$ cat src/rtl/multi_region_bit_reader_if.sv
// multi_region_bit_reader_if
//   Pixel output stream of multi_region_bit_reader (ready/valid).
//   bit_pixels    : one 8-bit lane per pixel of a RAM word, lane i = {bit i, 7'b0}
//   pixels_sof    : first word of a frame
//   pixels_region : region the head word came from
//   pixels_valid  : head word present
//   pixels_ready  : consumer takes the head word on valid & ready
interface multi_region_bit_reader_if #(
  parameter int NUM_REGIONS   = 3,
  parameter int BITS_PER_READ = 8
);
  localparam int RW = (NUM_REGIONS > 1) ? $clog2(NUM_REGIONS) : 1;

  logic [8*BITS_PER_READ-1:0] bit_pixels;
  logic                       pixels_sof;
  logic [RW-1:0]              pixels_region;
  logic                       pixels_valid;
  logic                       pixels_ready;

  modport master (output bit_pixels, pixels_sof, pixels_region, pixels_valid,
                  input  pixels_ready);
  modport slave  (input  bit_pixels, pixels_sof, pixels_region, pixels_valid,
                  output pixels_ready);
endinterface

$ cat src/rtl/multi_region_bit_reader.sv
// multi_region_bit_reader
//   Streams a binarised frame out of NUM_REGIONS dual-buffered region RAMs
//   (regions read 0..NUM_REGIONS-1) into an output FIFO, expanding each RAM
//   bit into an 8-bit pixel lane. Any RAM read latency >= 1 is tolerated;
//   issue is throttled so in-flight reads always have FIFO space.
// Ports
//   pclk, pclk_reset : clock, synchronous active-high reset
//   image_number     : frame request, a change vs. the last accepted value starts a frame
//   rd_address       : shared address to all region RAMs
//   rd_data          : region r on [r*BITS_PER_READ +: BITS_PER_READ], RD_LATENCY after address
//   frame_done       : one-cycle pulse when the last address of a frame is issued
//   overrun          : sticky, image_number changed while reading
//   pix              : pixel stream (multi_region_bit_reader_if.master)
// Build option
//   BPR_OVERRUN_DETECT_EN : enables the overrun flag; otherwise overrun is 0.
module multi_region_bit_reader #(
  parameter int NUM_REGIONS   = 3,
  parameter int EDGE_WIDTH    = 240,
  parameter int CENTER_WIDTH  = 304,
  parameter int HEIGHT        = 480,
  parameter int BITS_PER_READ = 8,
  parameter int ADDR_W        = 16,
  parameter int RD_LATENCY    = 1,
  parameter int FIFO_DEPTH    = 8
) (
  input  logic                                 pclk,
  input  logic                                 pclk_reset,
  input  logic [3:0]                           image_number,
  output logic [ADDR_W-1:0]                    rd_address,
  input  logic [NUM_REGIONS*BITS_PER_READ-1:0] rd_data,
  output logic                                 frame_done,
  output logic                                 overrun,
  multi_region_bit_reader_if.master            pix
);
  localparam int RW  = (NUM_REGIONS > 1) ? $clog2(NUM_REGIONS) : 1;
  localparam int AW  = $clog2(FIFO_DEPTH);
  localparam int CW  = AW + 1;
  localparam int CW1 = CW + 1;
  localparam logic [ADDR_W-1:0] READS_EDGE   = ADDR_W'(EDGE_WIDTH*HEIGHT/BITS_PER_READ);
  localparam logic [ADDR_W-1:0] READS_CENTER = ADDR_W'(CENTER_WIDTH*HEIGHT/BITS_PER_READ);
  localparam logic [RW-1:0]     LAST_REGION  = RW'(NUM_REGIONS-1);
  localparam logic [CW1-1:0]    DEPTH_C      = CW1'(FIFO_DEPTH);

  typedef enum logic {IDLE, READ} state_t;

  typedef struct packed {
    logic [BITS_PER_READ-1:0] data;
    logic                     sof;
    logic [RW-1:0]            region;
  } fifo_word_t;

  state_t            state_q, state_n;
  logic [RW-1:0]     region_q, region_n, region_inc;
  logic              buf_q, buf_n;
  logic [3:0]        img_q, img_n;
  logic              sof_pend_q, sof_pend_n;
  logic [ADDR_W-1:0] addr_n, cur_reads, nxt_reads, last_addr;
  logic              done_n, issue, room;

  logic [CW-1:0]     usedw_q, inflight_q;
  logic [CW1-1:0]    occ;
  logic [AW-1:0]     wr_ptr, rd_ptr;
  logic              wr_en, rd_en, valid;
  fifo_word_t        mem [FIFO_DEPTH];
  fifo_word_t        wr_word, head;
  logic [8*BITS_PER_READ-1:0] lanes;

  // issue tags, one stage per cycle of RAM latency; exit at RD_LATENCY-1
  logic [RD_LATENCY-1:0]         vld_pipe, sof_pipe;
  logic [RD_LATENCY-1:0][RW-1:0] rgn_pipe;

  // region geometry: edge regions use EDGE_WIDTH, the rest CENTER_WIDTH
  assign region_inc = region_q + 1'b1;
  assign cur_reads  = (region_q == '0 || region_q == LAST_REGION) ? READS_EDGE : READS_CENTER;
  assign nxt_reads  = (region_inc == LAST_REGION) ? READS_EDGE : READS_CENTER;
  assign last_addr  = (buf_q ? cur_reads : '0) + cur_reads - 1'b1;

  // in-flight reads reserve their FIFO slot at issue time
  assign occ  = {1'b0, inflight_q} + {1'b0, usedw_q};
  assign room = (occ < DEPTH_C);

  always_ff @(posedge pclk) begin
    if (pclk_reset) state_q <= IDLE;
    else            state_q <= state_n;
  end

  always_comb begin
    state_n    = state_q;
    region_n   = region_q;
    buf_n      = buf_q;
    addr_n     = rd_address;
    img_n      = img_q;
    sof_pend_n = sof_pend_q;
    done_n     = 1'b0;
    issue      = 1'b0;
    case (state_q)
      IDLE: begin
        // the frame_done cycle is skipped so a request lands one cycle later
        if (!frame_done && image_number != img_q) begin
          img_n      = image_number;
          region_n   = '0;
          addr_n     = buf_q ? READS_EDGE : '0;
          sof_pend_n = 1'b1;
          state_n    = READ;
        end
      end
      READ: begin
        issue = room;
        if (issue) begin
          sof_pend_n = 1'b0;
          if (rd_address == last_addr) begin
            if (region_q != LAST_REGION) begin
              region_n = region_inc;
              addr_n   = buf_q ? nxt_reads : '0;
            end else begin
              done_n  = 1'b1;
              buf_n   = ~buf_q;
              state_n = IDLE;
            end
          end else begin
            addr_n = rd_address + 1'b1;
          end
        end
      end
      default: state_n = IDLE;
    endcase
  end

  always_ff @(posedge pclk) begin
    if (pclk_reset) begin
      region_q   <= '0;
      buf_q      <= 1'b0;
      img_q      <= '0;
      sof_pend_q <= 1'b0;
      rd_address <= '0;
      frame_done <= 1'b0;
    end else begin
      region_q   <= region_n;
      buf_q      <= buf_n;
      img_q      <= img_n;
      sof_pend_q <= sof_pend_n;
      rd_address <= addr_n;
      frame_done <= done_n;
    end
  end

`ifdef BPR_OVERRUN_DETECT_EN
  // the request itself stays pending: img_q is untouched, IDLE picks it up
  always_ff @(posedge pclk) begin
    if (pclk_reset)                                      overrun <= 1'b0;
    else if (state_q == READ && image_number != img_q)   overrun <= 1'b1;
  end
`else
  assign overrun = 1'b0;
`endif

  always_ff @(posedge pclk) begin
    if (pclk_reset) begin
      vld_pipe <= '0;
      sof_pipe <= '0;
      rgn_pipe <= '0;
    end else begin
      vld_pipe[0] <= issue;
      sof_pipe[0] <= issue & sof_pend_q;
      rgn_pipe[0] <= region_q;
      for (int i = 1; i < RD_LATENCY; i++) begin
        vld_pipe[i] <= vld_pipe[i-1];
        sof_pipe[i] <= sof_pipe[i-1];
        rgn_pipe[i] <= rgn_pipe[i-1];
      end
    end
  end

  // FIFO: write when a tag leaves the pipe, alongside its RAM data
  assign wr_en          = vld_pipe[RD_LATENCY-1];
  assign wr_word.data   = rd_data[rgn_pipe[RD_LATENCY-1]*BITS_PER_READ +: BITS_PER_READ];
  assign wr_word.sof    = sof_pipe[RD_LATENCY-1];
  assign wr_word.region = rgn_pipe[RD_LATENCY-1];
  assign valid          = (usedw_q != '0);
  assign rd_en          = valid & pix.pixels_ready;

  always_ff @(posedge pclk) begin
    if (wr_en) mem[wr_ptr] <= wr_word;
  end

  always_ff @(posedge pclk) begin
    if (pclk_reset) begin
      wr_ptr     <= '0;
      rd_ptr     <= '0;
      usedw_q    <= '0;
      inflight_q <= '0;
    end else begin
      if (wr_en) wr_ptr <= wr_ptr + 1'b1;
      if (rd_en) rd_ptr <= rd_ptr + 1'b1;
      case ({wr_en, rd_en})
        2'b10:   usedw_q <= usedw_q + 1'b1;
        2'b01:   usedw_q <= usedw_q - 1'b1;
        default: ;
      endcase
      case ({issue, wr_en})
        2'b10:   inflight_q <= inflight_q + 1'b1;
        2'b01:   inflight_q <= inflight_q - 1'b1;
        default: ;
      endcase
    end
  end

  // show-ahead head; outputs held at 0 while empty so nothing stale shows
  assign head = mem[rd_ptr];

  always_comb begin
    lanes = '0;
    for (int i = 0; i < BITS_PER_READ; i++) lanes[8*i+7] = head.data[i];
  end

  assign pix.pixels_valid  = valid;
  assign pix.pixels_sof    = valid & head.sof;
  assign pix.pixels_region = valid ? head.region : '0;
  assign pix.bit_pixels    = valid ? lanes : '0;
endmodule
$ cat src/flat_wrapper.sv
// flat-port wrapper written by rule: the top's interface ports become plain ports
module multi_region_bit_reader_flat 
#(
  parameter int NUM_REGIONS   = 3,
  parameter int EDGE_WIDTH    = 240,
  parameter int CENTER_WIDTH  = 304,
  parameter int HEIGHT        = 480,
  parameter int BITS_PER_READ = 8,
  parameter int ADDR_W        = 16,
  parameter int RD_LATENCY    = 1,
  parameter int FIFO_DEPTH    = 8
)
  (pclk, pclk_reset, image_number, rd_address, rd_data, frame_done, overrun, pix_bit_pixels, pix_pixels_sof, pix_pixels_region, pix_pixels_valid, pix_pixels_ready);
  multi_region_bit_reader_if #(.NUM_REGIONS(NUM_REGIONS), .BITS_PER_READ(BITS_PER_READ)) pix_i ();
  input  logic pclk;
  input  logic pclk_reset;
  input  logic [3:0] image_number;
  output logic [ADDR_W-1:0] rd_address;
  input  logic [NUM_REGIONS*BITS_PER_READ-1:0] rd_data;
  output logic frame_done;
  output logic overrun;
  output wire logic [$bits(pix_i.bit_pixels)-1:0] pix_bit_pixels;
  output wire logic [$bits(pix_i.pixels_sof)-1:0] pix_pixels_sof;
  output wire logic [$bits(pix_i.pixels_region)-1:0] pix_pixels_region;
  output wire logic [$bits(pix_i.pixels_valid)-1:0] pix_pixels_valid;
  input wire logic [$bits(pix_i.pixels_ready)-1:0] pix_pixels_ready;
  assign pix_bit_pixels = pix_i.bit_pixels;
  assign pix_pixels_sof = pix_i.pixels_sof;
  assign pix_pixels_region = pix_i.pixels_region;
  assign pix_pixels_valid = pix_i.pixels_valid;
  assign pix_i.pixels_ready = pix_pixels_ready;
  multi_region_bit_reader #(.NUM_REGIONS(NUM_REGIONS), .EDGE_WIDTH(EDGE_WIDTH), .CENTER_WIDTH(CENTER_WIDTH), .HEIGHT(HEIGHT), .BITS_PER_READ(BITS_PER_READ), .ADDR_W(ADDR_W), .RD_LATENCY(RD_LATENCY), .FIFO_DEPTH(FIFO_DEPTH)) u_core (.pclk(pclk), .pclk_reset(pclk_reset), .image_number(image_number), .rd_address(rd_address), .rd_data(rd_data), .frame_done(frame_done), .overrun(overrun), .pix(pix_i));
endmodule
$ cat config.mk
export PLATFORM = sky130hd
export DESIGN_NAME = multi_region_bit_reader_flat
export DESIGN_NICKNAME = d
export VERILOG_FILES = /design/src/rtl/multi_region_bit_reader_if.sv /design/src/rtl/multi_region_bit_reader.sv /design/src/flat_wrapper.sv
export SDC_FILE = /design/constraint.sdc
export NUM_CORES = 1
export LEC_CHECK = 0
export CORE_MARGIN = 2
export CORE_UTILIZATION = 44
export DETAILED_ROUTE_END_ITERATION = 8
export PLACE_DENSITY_LB_ADDON = 0.25
export SLEW_MARGIN = 25
export SYNTH_ARGS = -nofsm -noshare
export SYNTH_HDL_FRONTEND = slang
export SYNTH_SLANG_ARGS = --single-unit
$ cat constraint.sdc
create_clock -name pclk -period 3.76 [get_ports pclk]
set_input_delay 0.376 -clock pclk [delete_from_list [all_inputs] [get_ports pclk]]
set_output_delay 0.376 -clock pclk [all_outputs]
set_load 0.1 [all_outputs]
* Word-level counts from Yosys, hierarchy flattened
Memory sizes are Yosys's and may differ from the RTL's. A register that Yosys moved wholly into a read port is not among the register bits.
Cells that the tools add are included.
** Operators by class
- $add $sub $neg :: 11
- $lt $le $gt $ge :: 1
- Equality and inequality tests :: 14
- Shift-type cells :: 1
- Multiplexer cells :: 33
- Bitwise operators :: 8
- Reduce and logical (&&, ||, !) cells :: 13
** Operator list (number)
- 2-to-1 mux 16 bit :: 6
- 2-to-1 mux 64 bit :: 1
- one-hot mux 16 bit (2 select lines) :: 1
- 2-to-1 mux 15 bit :: 2
- variable part select 24 x 6 -> 8 bit :: 1
- adder 16 x 1 -> 16 bit, second input constant :: 1
- adder 16 bit :: 1
- equality test 16 bit :: 1
- one-hot mux 4 bit (2 select lines) :: 2
- subtractor 16 x 1 -> 16 bit, second input constant :: 1
- 2-to-1 mux 14 bit :: 1
- 2-to-1 mux 1 bit :: 10
- 2-to-1 mux 2 bit :: 5
- adder 4 x 1 -> 4 bit, second input constant :: 2
- equality test 2 bit, second input constant :: 4
- inequality test 2 bit, second input constant :: 4
- AND reduction 4 bit :: 2
- subtractor 4 x 1 -> 4 bit, second input constant :: 2
- adder 3 x 1 -> 3 bit, second input constant :: 2
- 2-to-1 mux 3 bit :: 2
- adder 4 x 4 -> 5 bit :: 1
- less-than comparator 5 x 4 -> 1 bit, second input constant :: 1
- inverter 1 bit :: 5
- equality test 2 x 1 -> 1 bit, second input constant :: 2
- other kinds (16) :: 21
** Word-level totals
- Flip-flop bits (word level) :: 44
- Memory bits (writable) :: 88
- Input port bits :: 31
- Output and inout port bits :: 86
- Memories :: 1
** Memories
- u_core.mem :: words 8, bits a word 11, rd ports 1, clocked after memory_dff 1, wr ports 1, RTL line multi_region_bit_reader.sv:64 : fifo_word_t mem [FIFO_DEPTH];

* Depth between registers and ports, before layout
- Depth in word-level cells :: 10
- Gate-level depth with buffers :: 11
- Depth with buffers taken out :: 10

* Least setup slack after synthesis
No wires, ideal clock.
- Kind :: register to register
- Start :: register u_core.region_q[0]
- End :: register u_core.rd_address[9]
- Setup time :: 121 ps
- Arrival time :: 3115 ps
- Data required time :: 3639 ps
- Slack :: 524 ps
- Stages on the path, launching flop included :: 12
- Clock period less this slack :: 3236 ps
- Cells stage by stage :: dfxtp_1 -> inv_1 -> ha_1 -> or2_2 -> ha_1 -> or3b_1 -> a221o_1 -> or4b_4 -> o21ai_4 -> buf_6 -> a21oi_1 -> o221a_1
** On the way
- Cells in the longest elaborated chain, start to end :: 10
- Elaborated cells on any way between the ends :: 19
- Classes of those cells :: 3 x add/sub; 5 x eq/ne; 8 x mux; 3 x reduce/logical
** RTL lines
- start: declaration :: RTL line multi_region_bit_reader.sv:53 : logic [RW-1:0] region_q, region_n, region_inc;
- start signal: assignment :: RTL line multi_region_bit_reader.sv:138 : region_q <= region_n;
- equality test 2 bit / zero test 2 bit (equally long branches) :: RTL line multi_region_bit_reader.sv:74 : assign cur_reads = (region_q == '0 || region_q == LAST_REGION) ? READS_EDGE : READS_CENTER;
- logical OR 1 bit :: RTL line multi_region_bit_reader.sv:74
- 2-to-1 mux 15 bit :: RTL line multi_region_bit_reader.sv:74
- 2-to-1 mux 16 bit :: RTL line multi_region_bit_reader.sv:76 : assign last_addr = (buf_q ? cur_reads : '0) + cur_reads - 1'b1;
- adder 16 bit :: RTL line multi_region_bit_reader.sv:76
- subtractor 16 x 1 -> 16 bit :: RTL line multi_region_bit_reader.sv:76
- equality test 16 bit :: RTL line multi_region_bit_reader.sv:111 : if (rd_address == last_addr) begin
- 2-to-1 mux 16 bit :: RTL line multi_region_bit_reader.sv:111
- 2-to-1 mux 16 bit :: RTL line multi_region_bit_reader.sv:109 : if (issue) begin
- one-hot mux 16 bit (2 select lines) :: RTL line multi_region_bit_reader.sv:96 : case (state_q)
- end signal: assignment :: RTL line multi_region_bit_reader.sv:142 : rd_address <= addr_n;
- end: declaration :: RTL line multi_region_bit_reader.sv:29 : output logic [ADDR_W-1:0] rd_address,
Parallel ways exist; a longest one is shown, timed or not. The select of a mux whose other input is x is not followed.
A chain may end at the register's enable or synchronous reset.

* Worst setup path in the final report
Ends and elaborated chain as after synthesis.

==> results.tsv <==
metric	value	unit
drtAntennaViolNets	0	
max_cap_violations	0	
p_comb_share	37.2	%
cts_tree	done	
ys_ff_latch	135	
die_w	127	um
finalPower	5.21	mW
pwr-share-clk	29.0	%
p_sw	2.10	mW
routed_wl	13.8	mm
seq_power_share	33.8	%
ctsHoldBuffers	0	
vias_per_cell	5.32	
relSlewSlack	35.0	%
dp_hpwl	9.32	mm
synthCells	538	
cts_resized	0	
die_h	127	um
grt_use_total	17.8	%
crit_type	register to register	
rsz0062_at_grt	false	
die_area	16000	um^2
path_clk_slew	0.06	ns
clk_latency	0.41	ns
p_leak	2.72	nW
drtIter0Drc	362	
core-area	14600	um^2
portBuffers	59	
ir_drop	0.322	mV
switching_share	40.4	%
drive_gt1_share	14.5	%
setup_viol	0	
cts-root-buf	clkbuf_16	
syn_to_final_growth	17.6	%
postCtsSetupRepairBufs	0	
clock_sinks	135	
max_freq	284	MHz
intPower	3.11	mW
final_cell_mix	edfxtp_1 (88), conb_1 (57), nor2_1 (50), dfxtp_1 (47), clkdlybuf4s50_1 (47)	
seq_area	3580	um^2
worstPathRequired	4.06	ns
cts_made_buffers	17	
overflow	0	
syn_area_per_cell	12.3	um^2
synth_area	6620	um^2
antenna_cells	0	
synth_top_flop_cell	edfxtp_1	
hold_viol	0	
yosys_warnings	0	
fin_worst_skew	0.00645	ns
avgRoutedWirePerCell	17.0	um
hp-class	input port to register	
final.min_clock_period	3.53	ns
antenna_found_initial	0	
htreeDepth	4	
gp_congestion	0.876	
fin_setup_tns	0	ns
dr.pass1.iters	4	
grt_pass1_wl	21.8	mm
grt_max_degree	27	
ys_types	66	
nets	663	
grt_pass1_vias	4192	
powerDensity	670	nW/um^2
multiInputGateArea	2680	um^2
outcome	finished, final reports clean	
io_pins	117	
seq_area_frac_synth	54.2	%
clockBufferDepth	2	
async_flop_share	0	%
end_kind	register	
vias	4317	
min_period_over_period	93.8	%
startpoint_type	register	
route.detailed.drc	0	
tightest_slew	0.972	ns
final_common_cell	edfxtp_1	
fill_cells	1242	
slew_violations	0	
worstPathArrival	3.83	ns
rows	44	
synth_edf_count	88	
start_util	45.3	%
crit_fanout	24	
Yosys cell counts (8+ instances only):
cell type  instances  area (um^2)
dfxtp_1           47          941
nor2_1            50          188
buf_4             58          435
xor2_1            11         96.3
edfxtp_1          88         2640
nand2_1           30          113
mux4_2            22          495
ha_1              17          213
inv_1             14         52.6
clkbuf_1          13         48.8
o21ai_0           18         90.1
nand3_1            8         40.0
a21oi_1           23          115
mux2i_1           26          260
final cells by class:
type                    instances  share of cell area [%]
inverters                      16                   0.772
flip-flops and latches        135                    46.1
clock inverters                13                    1.37
repair buffers                 77                    8.91
clock buffers                  19                    5.56
multi-input cells             367                    34.4
well taps                     184                    2.96
critical path: stages, from the launching register on:
cell,delay (ns)
dfxtp_1,0.36
inv_1,0.09
ha_1,0.29
or2_2,0.36
ha_1,0.30
or3b_1,0.37
a221o_1,0.35
or4b_4,0.55
o21ai_4,0.15
buf_4,0.28
a21oi_1,0.08
o221a_1,0.23
power by group through the flow:
stage	logic, mW	registers [mW]	clock network [mW]
global placement	1.93	1.79	0
finish	1.94	1.76	1.51
floorplan	1.61	1.78	0
detailed placement	1.95	1.79	0
global route	2.06	1.77	1.61
CTS	1.96	1.76	1.54
layer usage:
layer	part of all wire, %	global-route usage [%]	up-vias	routed length (um)
li1	-	-	2042	-
met1	41	21.4	2128	5660
met2	52	31.2	135	7240
met3	5.4	5.36	12	742
met4	1.1	4.52	0	149
met5	0	0	-	0
flip-flops by register name (all words and copies together), names as in the netlist, named ones only:
register,flops
u_core.frame_done,1
u_core.usedw_q,4
u_core.rgn_pipe,2
u_core.sof_pend_q,1
u_core.region_q,2
u_core.state_q,1
u_core.img_q,4
u_core.sof_pipe,1
u_core.vld_pipe,1
u_core.rd_ptr,3
u_core.mem,88
u_core.wr_ptr,3
u_core.inflight_q,4
u_core.buf_q,1
u_core.rd_address,16
per-stage QoR:
step / area, um^2 / std cells / worst slack, ns / hold WS [ns] / util [%]
final: 7780 / 811 / 0.233 / 0.440 / 53.3
after floorplan: 6830 / 594 / 0.524 / 0.430 / -
after global placement: 7250 / 779 / 0.349 / 0.440 / 49.7
after detailed placement: 7250 / 779 / 0.260 / 0.445 / 49.7
after CTS: 7790 / 811 / 0.242 / 0.454 / 53.4
after global routing: 7780 / 811 / 0.0451 / 0.439 / 53.3
path summary, 6_finish.rpt:
path	to	depth (start not counted)	slack, ns	start
worst max-delay path	u_core.rd_address[9]	11	0.23	u_core.region_q[0]
worst max register to register	u_core.rd_address[9]	11	0.23	u_core.region_q[0]
worst min-delay path	u_core.img_q[3]	2	0.44	pclk_reset
worst min register to register	u_core.sof_pend_q	2	0.45	u_core.sof_pend_q
cell families (layout without fill, tap and decap cells):
group | after synthesis | in the layout | share of synthesized area, %
buf+inv | 92 | 125 | 8.66
xor+xnor | 18 | 18 | 2.38
flops | 135 | 135 | 54.2
simple gates | 140 | 140 | 11.0
mux | 50 | 50 | 11.8
other cells | 1 | 57 | 0.0567
fa+ha+maj | 18 | 18 | 3.52
compound gates | 84 | 84 | 8.47
(Power assumes the default switching activity.)
